`src/rtl/wavegen_pkg.sv`:
```
// Shared codes for the waveform generator control front-end: waveform ids,
// sequencer states, the auto-noisy shift code and the applied-config record.
package wavegen_pkg;

    typedef enum logic [2:0] {
        WF_SIN    = 3'd0,
        WF_SQUARE = 3'd1,
        WF_TRI    = 3'd2,
        WF_ECG    = 3'd3,
        WF_SAW    = 3'd4
    } waveform_t;

    localparam logic [2:0] WF_LAST = 3'd4;

    typedef enum logic [1:0] {
        SEQ_MANUAL     = 2'd0,
        SEQ_AUTO_CLEAN = 2'd1,
        SEQ_AUTO_NOISY = 2'd2
    } seq_state_t;

    localparam logic [1:0] SHIFT_AUTO_NOISY = 2'd3;

    typedef struct packed {
        logic [2:0] wf;
        logic       noise;
        logic [1:0] shift;
        logic [7:0] duty;
        logic [3:0] idx;
    } cfg_t;

    function automatic logic [2:0] next_wf(input logic [2:0] wf);
        return (wf >= WF_LAST) ? 3'(WF_SIN) : wf + 3'd1;
    endfunction

endpackage

```
`src/rtl/wavegen_ctrl_if.sv`:
```
// Config bus between the control front-end (master) and waveform_generator (slave).
// cfg_update is a one-cycle valid pulse with no ready: the generator must take the
// new values on that cycle. cycle_wrap is the generator's phase-wrap strobe.
interface wavegen_ctrl_if;
    logic        cycle_wrap;
    logic [2:0]  waveform_select;
    logic        noise_enable;
    logic [1:0]  shift_sel;
    logic [7:0]  duty_cycle;
    logic [3:0]  freq_idx;
    logic [31:0] phase_inc;
    logic        cfg_update;

    modport master (
        input  cycle_wrap,
        output waveform_select, noise_enable, shift_sel, duty_cycle,
        output freq_idx, phase_inc, cfg_update
    );

    modport slave (
        output cycle_wrap,
        input  waveform_select, noise_enable, shift_sel, duty_cycle,
        input  freq_idx, phase_inc, cfg_update
    );
endinterface

```
`src/rtl/wavegen_ctrl_btn_debounce.sv`:
```
// Button conditioner: 2-FF synchroniser, stable-high counter, and a single
// registered press pulse per press (re-armed only after the level reads 0).
module btn_debounce #(
    parameter int DEB_CYCLES = 1_000_000
) (
    input  logic clk,
    input  logic rst,
    input  logic btn_raw,
    output logic press
);
    localparam int CW = $clog2(DEB_CYCLES + 1);

    logic [1:0]    sync_q, sync_d;
    logic [CW-1:0] cnt_q, cnt_d;
    logic          press_q, press_d;

    // The counter parks at DEB_CYCLES while held, which blocks any repeat fire.
    always_comb begin
        sync_d  = {sync_q[0], btn_raw};
        cnt_d   = cnt_q;
        press_d = 1'b0;
        if (!sync_q[1]) begin
            cnt_d = '0;
        end else if (cnt_q != CW'(DEB_CYCLES)) begin
            cnt_d   = cnt_q + CW'(1);
            press_d = (cnt_q == CW'(DEB_CYCLES - 1));
        end
    end

    always_ff @(posedge clk or posedge rst) begin
        if (rst) begin
            sync_q  <= '0;
            cnt_q   <= '0;
            press_q <= 1'b0;
        end else begin
            sync_q  <= sync_d;
            cnt_q   <= cnt_d;
            press_q <= press_d;
        end
    end

    assign press = press_q;
endmodule

```
`src/rtl/wavegen_ctrl.sv`:
```
// Control front-end for waveform_generator: debounced frequency buttons, auto-demo
// sequencer, and a shadow config that is applied glitch-free on cycle_wrap.
module wavegen_ctrl
    import wavegen_pkg::*;
#(
    parameter int          DEB_CYCLES   = 1_000_000,
    parameter int          DWELL_CYCLES = 50_000_000,
    parameter int          WRAP_TIMEOUT = 1_000_000,
    parameter int          MAX_IDX      = 15,
    parameter logic [31:0] BASE_INC     = 32'd4096,
    parameter logic [7:0]  DUTY_RST     = 8'd50
) (
    input  logic          clk,
    input  logic          reset,
    input  logic          button_freq_inc,
    input  logic          button_freq_dec,
    input  logic          auto_mode,
    input  logic [2:0]    waveform_select_in,
    input  logic          noise_enable_in,
    input  logic [1:0]    shift_sel_in,
    input  logic [7:0]    duty_cycle_in,
    output logic [1:0]    seq_state,
    wavegen_ctrl_if.master gen
);
    localparam int DWW = $clog2(DWELL_CYCLES);
    localparam int TW  = $clog2(WRAP_TIMEOUT);
    localparam cfg_t CFG_RST = '{wf: 3'd0, noise: 1'b0, shift: 2'd0, duty: DUTY_RST, idx: 4'd0};

    logic inc_evt, dec_evt;

    btn_debounce #(.DEB_CYCLES(DEB_CYCLES)) u_deb_inc (
        .clk(clk), .rst(reset), .btn_raw(button_freq_inc), .press(inc_evt)
    );
    btn_debounce #(.DEB_CYCLES(DEB_CYCLES)) u_deb_dec (
        .clk(clk), .rst(reset), .btn_raw(button_freq_dec), .press(dec_evt)
    );

    logic [3:0] idx_q, idx_d;

    always_comb begin
        idx_d = idx_q;
        if (inc_evt && !dec_evt && idx_q != 4'(MAX_IDX)) begin
            idx_d = idx_q + 4'd1;
        end else if (dec_evt && !inc_evt && idx_q != 4'd0) begin
            idx_d = idx_q - 4'd1;
        end
    end

    seq_state_t     state_q;
    logic [2:0]     seq_wf_q;
    logic [DWW-1:0] dwell_q;

    // Dwell timing is independent of the apply path, so a silent generator never stalls it.
    always_ff @(posedge clk or posedge reset) begin
        if (reset) begin
            state_q  <= SEQ_MANUAL;
            seq_wf_q <= 3'(WF_SIN);
            dwell_q  <= '0;
        end else if (!auto_mode) begin
            state_q  <= SEQ_MANUAL;
            seq_wf_q <= 3'(WF_SIN);
            dwell_q  <= '0;
        end else begin
            case (state_q)
                SEQ_MANUAL: begin
                    state_q  <= SEQ_AUTO_CLEAN;
                    seq_wf_q <= 3'(WF_SIN);
                    dwell_q  <= '0;
                end
                SEQ_AUTO_CLEAN: begin
                    if (dwell_q == DWW'(DWELL_CYCLES - 1)) begin
                        state_q <= SEQ_AUTO_NOISY;
                        dwell_q <= '0;
                    end else begin
                        dwell_q <= dwell_q + DWW'(1);
                    end
                end
                SEQ_AUTO_NOISY: begin
                    if (dwell_q == DWW'(DWELL_CYCLES - 1)) begin
                        state_q  <= SEQ_AUTO_CLEAN;
                        seq_wf_q <= next_wf(seq_wf_q);
                        dwell_q  <= '0;
                    end else begin
                        dwell_q <= dwell_q + DWW'(1);
                    end
                end
                default: begin
                    state_q  <= SEQ_MANUAL;
                    seq_wf_q <= 3'(WF_SIN);
                    dwell_q  <= '0;
                end
            endcase
        end
    end

    cfg_t          shadow, applied_q, applied_d;
    logic [TW-1:0] to_q, to_d;
    logic [31:0]   phase_inc_q, phase_inc_d;
    logic          cfg_update_q, cfg_update_d;
    logic          pending, apply;

    always_comb begin
        shadow       = '0;
        shadow.duty  = duty_cycle_in;
        shadow.idx   = idx_q;
        if (state_q == SEQ_MANUAL) begin
            shadow.wf    = waveform_select_in;
            shadow.noise = noise_enable_in;
            shadow.shift = shift_sel_in;
        end else begin
            shadow.wf    = seq_wf_q;
            shadow.noise = (state_q == SEQ_AUTO_NOISY);
            shadow.shift = (state_q == SEQ_AUTO_NOISY) ? SHIFT_AUTO_NOISY : 2'd0;
        end

        pending      = (shadow != applied_q);
        apply        = pending && (gen.cycle_wrap || to_q == TW'(WRAP_TIMEOUT - 1));
        to_d         = (!pending || apply) ? '0 : to_q + TW'(1);
        applied_d    = apply ? shadow : applied_q;
        phase_inc_d  = apply ? (BASE_INC << shadow.idx) : phase_inc_q;
        cfg_update_d = apply;
    end

    always_ff @(posedge clk or posedge reset) begin
        if (reset) begin
            idx_q        <= 4'd0;
            applied_q    <= CFG_RST;
            to_q         <= '0;
            phase_inc_q  <= BASE_INC;
            cfg_update_q <= 1'b0;
        end else begin
            idx_q        <= idx_d;
            applied_q    <= applied_d;
            to_q         <= to_d;
            phase_inc_q  <= phase_inc_d;
            cfg_update_q <= cfg_update_d;
        end
    end

    assign gen.waveform_select = applied_q.wf;
    assign gen.noise_enable    = applied_q.noise;
    assign gen.shift_sel       = applied_q.shift;
    assign gen.duty_cycle      = applied_q.duty;
    assign gen.freq_idx        = applied_q.idx;
    assign gen.phase_inc       = phase_inc_q;
    assign gen.cfg_update      = cfg_update_q;
    assign seq_state           = state_q;
endmodule

```
`src/flat_wrapper.sv`:
```
// flat-port wrapper written by rule: the top's interface ports become plain ports
module wavegen_ctrl_flat import wavegen_pkg::*;
#(
    parameter int          DEB_CYCLES   = 1_000_000,
    parameter int          DWELL_CYCLES = 50_000_000,
    parameter int          WRAP_TIMEOUT = 1_000_000,
    parameter int          MAX_IDX      = 15,
    parameter logic [31:0] BASE_INC     = 32'd4096,
    parameter logic [7:0]  DUTY_RST     = 8'd50
)
  (clk, reset, button_freq_inc, button_freq_dec, auto_mode, waveform_select_in, noise_enable_in, shift_sel_in, duty_cycle_in, seq_state, gen_cycle_wrap, gen_waveform_select, gen_noise_enable, gen_shift_sel, gen_duty_cycle, gen_freq_idx, gen_phase_inc, gen_cfg_update);
  wavegen_ctrl_if gen_i ();
  input  logic clk;
  input  logic reset;
  input  logic button_freq_inc;
  input  logic button_freq_dec;
  input  logic auto_mode;
  input  logic [2:0] waveform_select_in;
  input  logic noise_enable_in;
  input  logic [1:0] shift_sel_in;
  input  logic [7:0] duty_cycle_in;
  output logic [1:0] seq_state;
  input wire logic [$bits(gen_i.cycle_wrap)-1:0] gen_cycle_wrap;
  output wire logic [$bits(gen_i.waveform_select)-1:0] gen_waveform_select;
  output wire logic [$bits(gen_i.noise_enable)-1:0] gen_noise_enable;
  output wire logic [$bits(gen_i.shift_sel)-1:0] gen_shift_sel;
  output wire logic [$bits(gen_i.duty_cycle)-1:0] gen_duty_cycle;
  output wire logic [$bits(gen_i.freq_idx)-1:0] gen_freq_idx;
  output wire logic [$bits(gen_i.phase_inc)-1:0] gen_phase_inc;
  output wire logic [$bits(gen_i.cfg_update)-1:0] gen_cfg_update;
  assign gen_i.cycle_wrap = gen_cycle_wrap;
  assign gen_waveform_select = gen_i.waveform_select;
  assign gen_noise_enable = gen_i.noise_enable;
  assign gen_shift_sel = gen_i.shift_sel;
  assign gen_duty_cycle = gen_i.duty_cycle;
  assign gen_freq_idx = gen_i.freq_idx;
  assign gen_phase_inc = gen_i.phase_inc;
  assign gen_cfg_update = gen_i.cfg_update;
  wavegen_ctrl #(.DEB_CYCLES(DEB_CYCLES), .DWELL_CYCLES(DWELL_CYCLES), .WRAP_TIMEOUT(WRAP_TIMEOUT), .MAX_IDX(MAX_IDX), .BASE_INC(BASE_INC), .DUTY_RST(DUTY_RST)) u_core (.clk(clk), .reset(reset), .button_freq_inc(button_freq_inc), .button_freq_dec(button_freq_dec), .auto_mode(auto_mode), .waveform_select_in(waveform_select_in), .noise_enable_in(noise_enable_in), .shift_sel_in(shift_sel_in), .duty_cycle_in(duty_cycle_in), .seq_state(seq_state), .gen(gen_i));
endmodule
```
`config.mk`:
```
export PLATFORM = sky130hd
export DESIGN_NAME = wavegen_ctrl_flat
export DESIGN_NICKNAME = d
export VERILOG_FILES = /design/src/rtl/wavegen_pkg.sv /design/src/rtl/wavegen_ctrl_if.sv /design/src/rtl/wavegen_ctrl_btn_debounce.sv /design/src/rtl/wavegen_ctrl.sv /design/src/flat_wrapper.sv
export SDC_FILE = /design/constraint.sdc
export NUM_CORES = 1
export LEC_CHECK = 0
export ABC_CLOCK_PERIOD_IN_PS = 5100
export CAP_MARGIN = 20
export CORE_ASPECT_RATIO = 0.6
export CORE_MARGIN = 3
export CORE_UTILIZATION = 40
export DETAILED_ROUTE_END_ITERATION = 6
export GPL_ROUTABILITY_DRIVEN = 0
export PLACE_DENSITY = 0.65
export SLEW_MARGIN = 20
export SYNTH_ARGS = -nofsm -noshare
export SYNTH_HDL_FRONTEND = slang
export SYNTH_SLANG_ARGS = --single-unit
```
`constraint.sdc`:
```
create_clock -name clk -period 5.1 [get_ports clk]
set_input_delay 0.51 -clock clk [delete_from_list [all_inputs] [get_ports clk]]
set_output_delay 0.51 -clock clk [all_outputs]
set_load 0.01 [all_outputs]
```
==> results.toml, run 1 <==
[run_status]
status = "complete, no violations"

[synth]
synth_top_cell_area_share_pct = 47.7
yosys-mux-area-fraction_pct = 6.63
synth_top_family_by_area = "simple AND/OR/NAND/NOR gates"
synth_area_sq_um = 6930
synth.avg_cell_area_sq_um = 10.2
synth_compound_area_share_pct = 4.14
yosysSeqAreaShare_pct = 49.2
synthCells = 677
async_reset_ff_share_pct = 100
ys.flop_type = "dfrtp_1"
yosysMostFrequentCell = "dfrtp_1"
synth-seq-cells = 136
yosys-top-cells-area = "dfrtp_1, xnor2_1, mux2_2, nor2_1, xor2_1"
synth_edf_count = 0
synthXorXnorAreaFrac_pct = 11.1
yosysUniqueCellTypes = 51
synth-simple-area-share_pct = 21.7
synthAdderAreaFrac_pct = 3.00
synth_warnings = 0
synth_top_cell_by_area = "dfrtp_1"
synthTopCellsByCount = "dfrtp_1, nor2_1, xnor2_1"

[clock_tree]
clock_path_buffers = 2
clock_latency_ns = 0.41
cts_tree = "yes"
ctsResizeCount = 0
post_cts_buffers = 0
cts.sinks = 136
numCtsBuffers = 17
clockRootBuffer = "clkbuf_16"
cts_max_level = 4
cts_hold_buf = 0
path_clk_slew_ns = 0.06

[critical_path]
cpLargestDelayFamily = "multiplexers"
required_ns = 5.39
slowest_delay_ns = 0.55
arrival_ns = 3.12
critPathMaxFanout = 23
cp-start-kind = "flop"
cpMaxStageDelayCell = "nor4_1"
cp_cell_sequence = "inv_1 -> ha_1 -> mux2i_1 -> xnor2_1 -> nor4_1 -> a31oi_4 -> buf_16 -> mux2_2"
crit_buf_inv = 2
critPathCaptureType = "flop"
crit_type = "reg2reg"

[die]
row_count = 36
initial_core_util_pct = 41.8
die_h_um = 108
ios = 73
die_width_um = 176
core_sq_um = 16600
dieArea_sq_um = 19000

[timing]
worstMarginPinSlew_ns = 0.892
whs_ns = 0.347
fin_crit_sh_pct = 55.4
final.setup.worst_slack_ns = 2.27
fmax_mhz = 354
slew_violations = 0
slew_headroom_pct = 40.1
rsz0062_at_grt = "false"
hold_viol = 0
fin_setup_tns_ns = 0
setup_viol = 0
fin_worst_skew_ns = 0.00888
period_needed_ns = 2.83

[placed_design]
portBuffers = 56
dp_slack_ns = 2.04
dp_cells = 940
dpl.hpwl_mm = 10.1

[layout]
fin_cells = 973
fill_cells = 1499
diodes = 0
seqCellArea_sq_um = 3410
layout-drive-gt1-share_pct = 10.7
areaGrowthSynthToFinish_pct = 20.1
nets = 768
multi_input_area_sq_um = 3300

[grt]
grt_pass1_wl_mm = 24.9
grt_overflow = 0
grt_max_degree = 70
grt_use_total_pct = 16.0
antenna_found_initial = 0
grt_pass1_vias = 5014

[drt]
vias = 4981
drc = 0
drt-vias-per-instance = 5.12
ant_nets = 0
finalWirelength_mm = 14.4
avgRoutedWirePerCell_um = 14.8
dr.pass1.iters = 4
drt-initial-drc-count = 300

[job]
maxCapViolCount = 0

[power_and_ir_drop]
p_leak_nw = 3.47
ir_drop_mv = 0.266
powerDensity_nw_per_um2 = 347

[min_path]
holdCritPathClass = "reg2reg"
## logic make-up (layout without fill, tap and decap cells)
| kind of cell | count (synthesis) | after routing |
|---|---|---|
| simple gates | 287 | 287 |
| flops | 136 | 136 |
| xor+xnor | 88 | 88 |
| buf+inv | 61 | 114 |
| compound gates | 46 | 46 |
| mux | 42 | 42 |
| fa+ha+maj | 16 | 16 |
| other cells | 1 | 16 |
## layout make-up
| type | count | share of cell area, % |
|---|---|---|
| tap | 228 | 3.43 |
| clock inverter | 13 | 2.35 |
| inverter | 23 | 1.07 |
| sequential | 136 | 41.0 |
| multi-input combinational | 495 | 39.6 |
| timing repair buffer | 59 | 7.25 |
| clock buffer | 19 | 5.32 |
## where the power goes
group          leakage [nW]  internal, mW  switching (mW)
logic                  1.33         0.175           0.216
registers              1.84          1.12          0.0493
clock network         0.301         0.839           0.486
total                  3.47          2.14           0.751
## metrics by stage
stage / utilization, % / power (mW) / area [sq um]
global placement: 46.2 / 1.58 / 7660
global route: 50.2 / 3.01 / 8320
floorplan: - / 1.44 / 6980
finish: 50.2 / 2.89 / 8320
CTS: 50.0 / 2.91 / 8300
detailed placement: 46.2 / 1.58 / 7660
## cells in the final DEF (no fill, tap or decap), types with 14 or more instances in the layout
cell,count
nand2_1,34
mux2_2,31
clkdlybuf4s50_1,56
ha_1,15
dfrtp_1,132
a21oi_1,14
inv_1,22
nor2_1,90
conb_1,16
xor2_1,31
nor3_1,23
nand4_1,17
xnor2_1,57
nor4_1,14
nand3_1,32
clkbuf_16,17
## worst paths after layout
path	start	endpoint	slack, ns	cells past startpoint
hold / removal	u_core.u_deb_dec.sync_q[0]	u_core.u_deb_dec.sync_q[1]	0.35	0
setup / recovery	u_core.seq_state[0]	u_core.gen.freq_idx[0]	2.27	8
max in group asynchronous	reset	u_core.gen.duty_cycle[5]	3.41	3
hold reg to reg	u_core.u_deb_dec.sync_q[0]	u_core.u_deb_dec.sync_q[1]	0.35	0
min in group asynchronous	reset	u_core.u_deb_dec.sync_q[1]	0.62	2
setup reg to reg	u_core.seq_state[0]	u_core.gen.freq_idx[0]	2.27	8
## sequential cells by signal, indices dropped and copies added (netlist names)
signal and cells:
u_core.u_deb_dec.press 1, u_core.gen.shift_sel 2, u_core.gen.cfg_update 1, u_core.gen.noise_enable 1, u_core.seq_state 2, u_core.u_deb_inc.sync_q 2
u_core.gen.duty_cycle 8, u_core.gen.freq_idx 4, u_core.u_deb_inc.press 1, u_core.gen.waveform_select 3, u_core.to_q 20, u_core.gen.phase_inc 16
u_core.u_deb_dec.sync_q 2, u_core.dwell_q 26, u_core.u_deb_dec.cnt_q 20, u_core.idx_q 4, u_core.seq_wf_q 3, u_core.u_deb_inc.cnt_q 20
## layer usage
metal,vias to the layer above,wire length (um),track usage (%)
met5,-,0,0
met1,2441,7300,23.3
li1,2413,-,-
met4,0,183,4.91
met3,17,617,3.19
met2,110,6300,24.2
## worst reg2reg max path: stages, from the launching register on
cell,delay [ns]
dfrtp_1,0.44
inv_1,0.13
ha_1,0.26
mux2i_1,0.31
xnor2_1,0.10
nor4_1,0.55
a31oi_4,0.36
buf_16,0.27
mux2_2,0.29
Note: power is estimated with default switching activity, not from simulation.
==> run 2: changes to the inputs <==
--- a/config.mk
+++ b/config.mk
@@ -5,14 +5,14 @@
 export SDC_FILE = /design/constraint.sdc
 export NUM_CORES = 1
 export LEC_CHECK = 0
-export ABC_CLOCK_PERIOD_IN_PS = 5100
+export ABC_CLOCK_PERIOD_IN_PS = 2420
 export CAP_MARGIN = 20
 export CORE_ASPECT_RATIO = 0.6
 export CORE_MARGIN = 3
 export CORE_UTILIZATION = 40
 export DETAILED_ROUTE_END_ITERATION = 6
 export GPL_ROUTABILITY_DRIVEN = 0
-export PLACE_DENSITY = 0.65
+export PLACE_DENSITY = 0.67
 export SLEW_MARGIN = 20
 export SYNTH_ARGS = -nofsm -noshare
 export SYNTH_HDL_FRONTEND = slang
==> constraint.sdc (replaced) <==
create_clock -name clk -period 2.42 [get_ports clk]
set_input_delay 0.242 -clock clk [delete_from_list [all_inputs] [get_ports clk]]
set_output_delay 0.242 -clock clk [all_outputs]
set_load 0.01 [all_outputs]
==> run 2 against run 1 <==
Effect of this change: worst setup slack lost 2.2 ns; highest routed layer unchanged; global-route usage grew 0.54 points; clock power grew 110%; die area is the same.
==> results.toml, run 2 (synthesis results as in run 1) <==
[die]
ios = 73
die_width_um = 176
die_h_um = 108
initial_core_util_pct = 41.8
row_count = 36
dieArea_sq_um = 19000
core_sq_um = 16600

[grt]
grt_use_total_pct = 16.6
antenna_found_initial = 0
grt_pass1_vias = 5153
grt_pass1_wl_mm = 25.4
grt_overflow = 0
grt_max_degree = 60

[layout]
layout-drive-gt1-share_pct = 15.2
diodes = 0
post-route-util_pct = 52.3
largest_reg_flops = 26
nets = 794
final_cell_mix = "dfrtp_1, nor2_1, clkdlybuf4s50_1"
areaGrowthSynthToFinish_pct = 25.2
top_register = "u_core.dwell_q"
final_common_cell = "dfrtp_1"

[timing]
fin_worst_skew_ns = 0.00915
period_needed_ns = 2.36
whs_ns = 0.173
slew_violations = 0
hold_viol = 0
slew_headroom_pct = 49.6
fmax_mhz = 424
worstMarginPinSlew_ns = 0.749
setup_viol = 0
fin_crit_sh_pct = 97.4

[critical_path]
required_ns = 2.72
critPathMaxFanout = 3
reg2reg_slack_ns = 0.06
crit_buf_inv = 0
critPathCaptureType = "flop"
ff2ff_path_depth = 5
cp_cell_sequence = "or4b_1 -> or4_4 -> or4_4 -> a211o_1 -> o311a_1"
arrival_ns = 2.66
slowest_delay_ns = 0.53
cpMostUsedCell = "or4_4"
r2r-start = "u_core.dwell_q[10]"
cp-start-kind = "flop"
cpLargestDelayFamily = "simple AND/OR/NAND/NOR gates"
r2r-end = "u_core.seq_state[0]"
cpMaxStageDelayCell = "or4b_1"
crit_type = "reg2reg"

[drt]
avgRoutedWirePerCell_um = 15.2
drt-vias-per-instance = 5.13
drt-initial-drc-count = 233
drc = 0
finalWirelength_mm = 15.2
dr.pass1.iters = 4
vias = 5129
ant_nets = 0

[power_and_ir_drop]
p_leak_nw = 3.64
ir_drop_mv = 0.463
powerDensity_nw_per_um2 = 729

[clock_tree]
numCtsBuffers = 17
clock_path_buffers = 2
cts_tree = "yes"
cts_max_level = 4
path_clk_slew_ns = 0.06
clock_latency_ns = 0.42
cts_hold_buf = 0
cts.sinks = 136
clockRootBuffer = "clkbuf_16"

[min_path]
holdCritPathClass = "in2async"

[job]
maxCapViolCount = 0

[placed_design]
dpl.hpwl_mm = 10.6
portBuffers = 56

[run_status]
status = "complete, no violations"
## run 2: layout make-up
type / instances / area (sq um)
inverter: 23 / 92.6
sequential: 136 / 3410
fill: 1450 / 7900
clock inverter: 11 / 169
timing repair buffer: 85 / 858
tap: 228 / 285
clock buffer: 21 / 470
multi-input combinational: 495 / 3390
## run 2: metal layers
layer	share of wire, %	global-route usage (%)
met5	0	0
met4	1.1	4.74
met3	4.1	3.93
met2	45	25.2
met1	50	23.8
## run 2: how the worst max path moves through the flow
| stage | cells after the start | start | to | slack, ns |
|---|---|---|---|---|
| floorplan | 9 | u_core.seq_state[0] | u_core.gen.duty_cycle[7] | -0.03 |
| global placement | 5 | u_core.dwell_q[10] | u_core.seq_state[0] | 0.05 |
| detailed placement | 9 | u_core.seq_state[1] | u_core.gen.phase_inc[25] | -0.04 |
| CTS | 5 | u_core.dwell_q[11] | u_core.seq_state[0] | 0.0006 |
| global route | 9 | u_core.seq_state[0] | u_core.gen.duty_cycle[6] | -0.007 |
| finish | 5 | u_core.dwell_q[10] | u_core.seq_state[0] | 0.06 |
## run 2: per-stage QoR
step	cell area, sq um	cells	worst slack [ns]	TNS [ns]	power, mW
2_1_floorplan	6990	692	-0.0250	-0.473	3.03
3_3_place_gp	7900	964	0.0474	0	3.40
3_5_place_dp	7900	964	-0.0389	-0.587	3.42
4_1_cts	8550	996	0.000609	0	6.24
5_1_grt	8680	999	-0.00688	-0.0323	6.61
6_report	8680	999	0.0627	0	6.33
## run 2: what timing repair did
item / 4_1_cts / 5_1_grt
cloned: 0 / 1
endpoints found under the hold margin: 0 / 0
pin swaps: 0 / 2
buffers inserted: 0 / 2
resized for setup: 3 / 15
endpoints found under the setup margin: 26 / 55
## run 2: worst reg2reg max path, stage by stage (launching register included)
cell,delay (ns)
dfrtp_1,0.38
or4b_1,0.53
or4_4,0.45
or4_4,0.45
a211o_1,0.31
o311a_1,0.12
## run 2: power breakdown
group | internal [mW] | total, mW | leakage, nW | switching [mW]
logic | 0.544 | 1.09 | 1.49 | 0.548
clock network | 1.81 | 2.78 | 0.313 | 0.968
registers | 2.37 | 2.46 | 1.84 | 0.0949
==> run 3: changes to the inputs <==
--- a/config.mk
+++ b/config.mk
@@ -6,7 +6,7 @@
 export NUM_CORES = 1
 export LEC_CHECK = 0
 export ABC_CLOCK_PERIOD_IN_PS = 2420
-export CAP_MARGIN = 20
+export CAP_MARGIN = 10
 export CORE_ASPECT_RATIO = 0.6
 export CORE_MARGIN = 3
 export CORE_UTILIZATION = 40
==> results of run 3 <==
No change in the layout: final DEF, timing and power equal those of run 2.
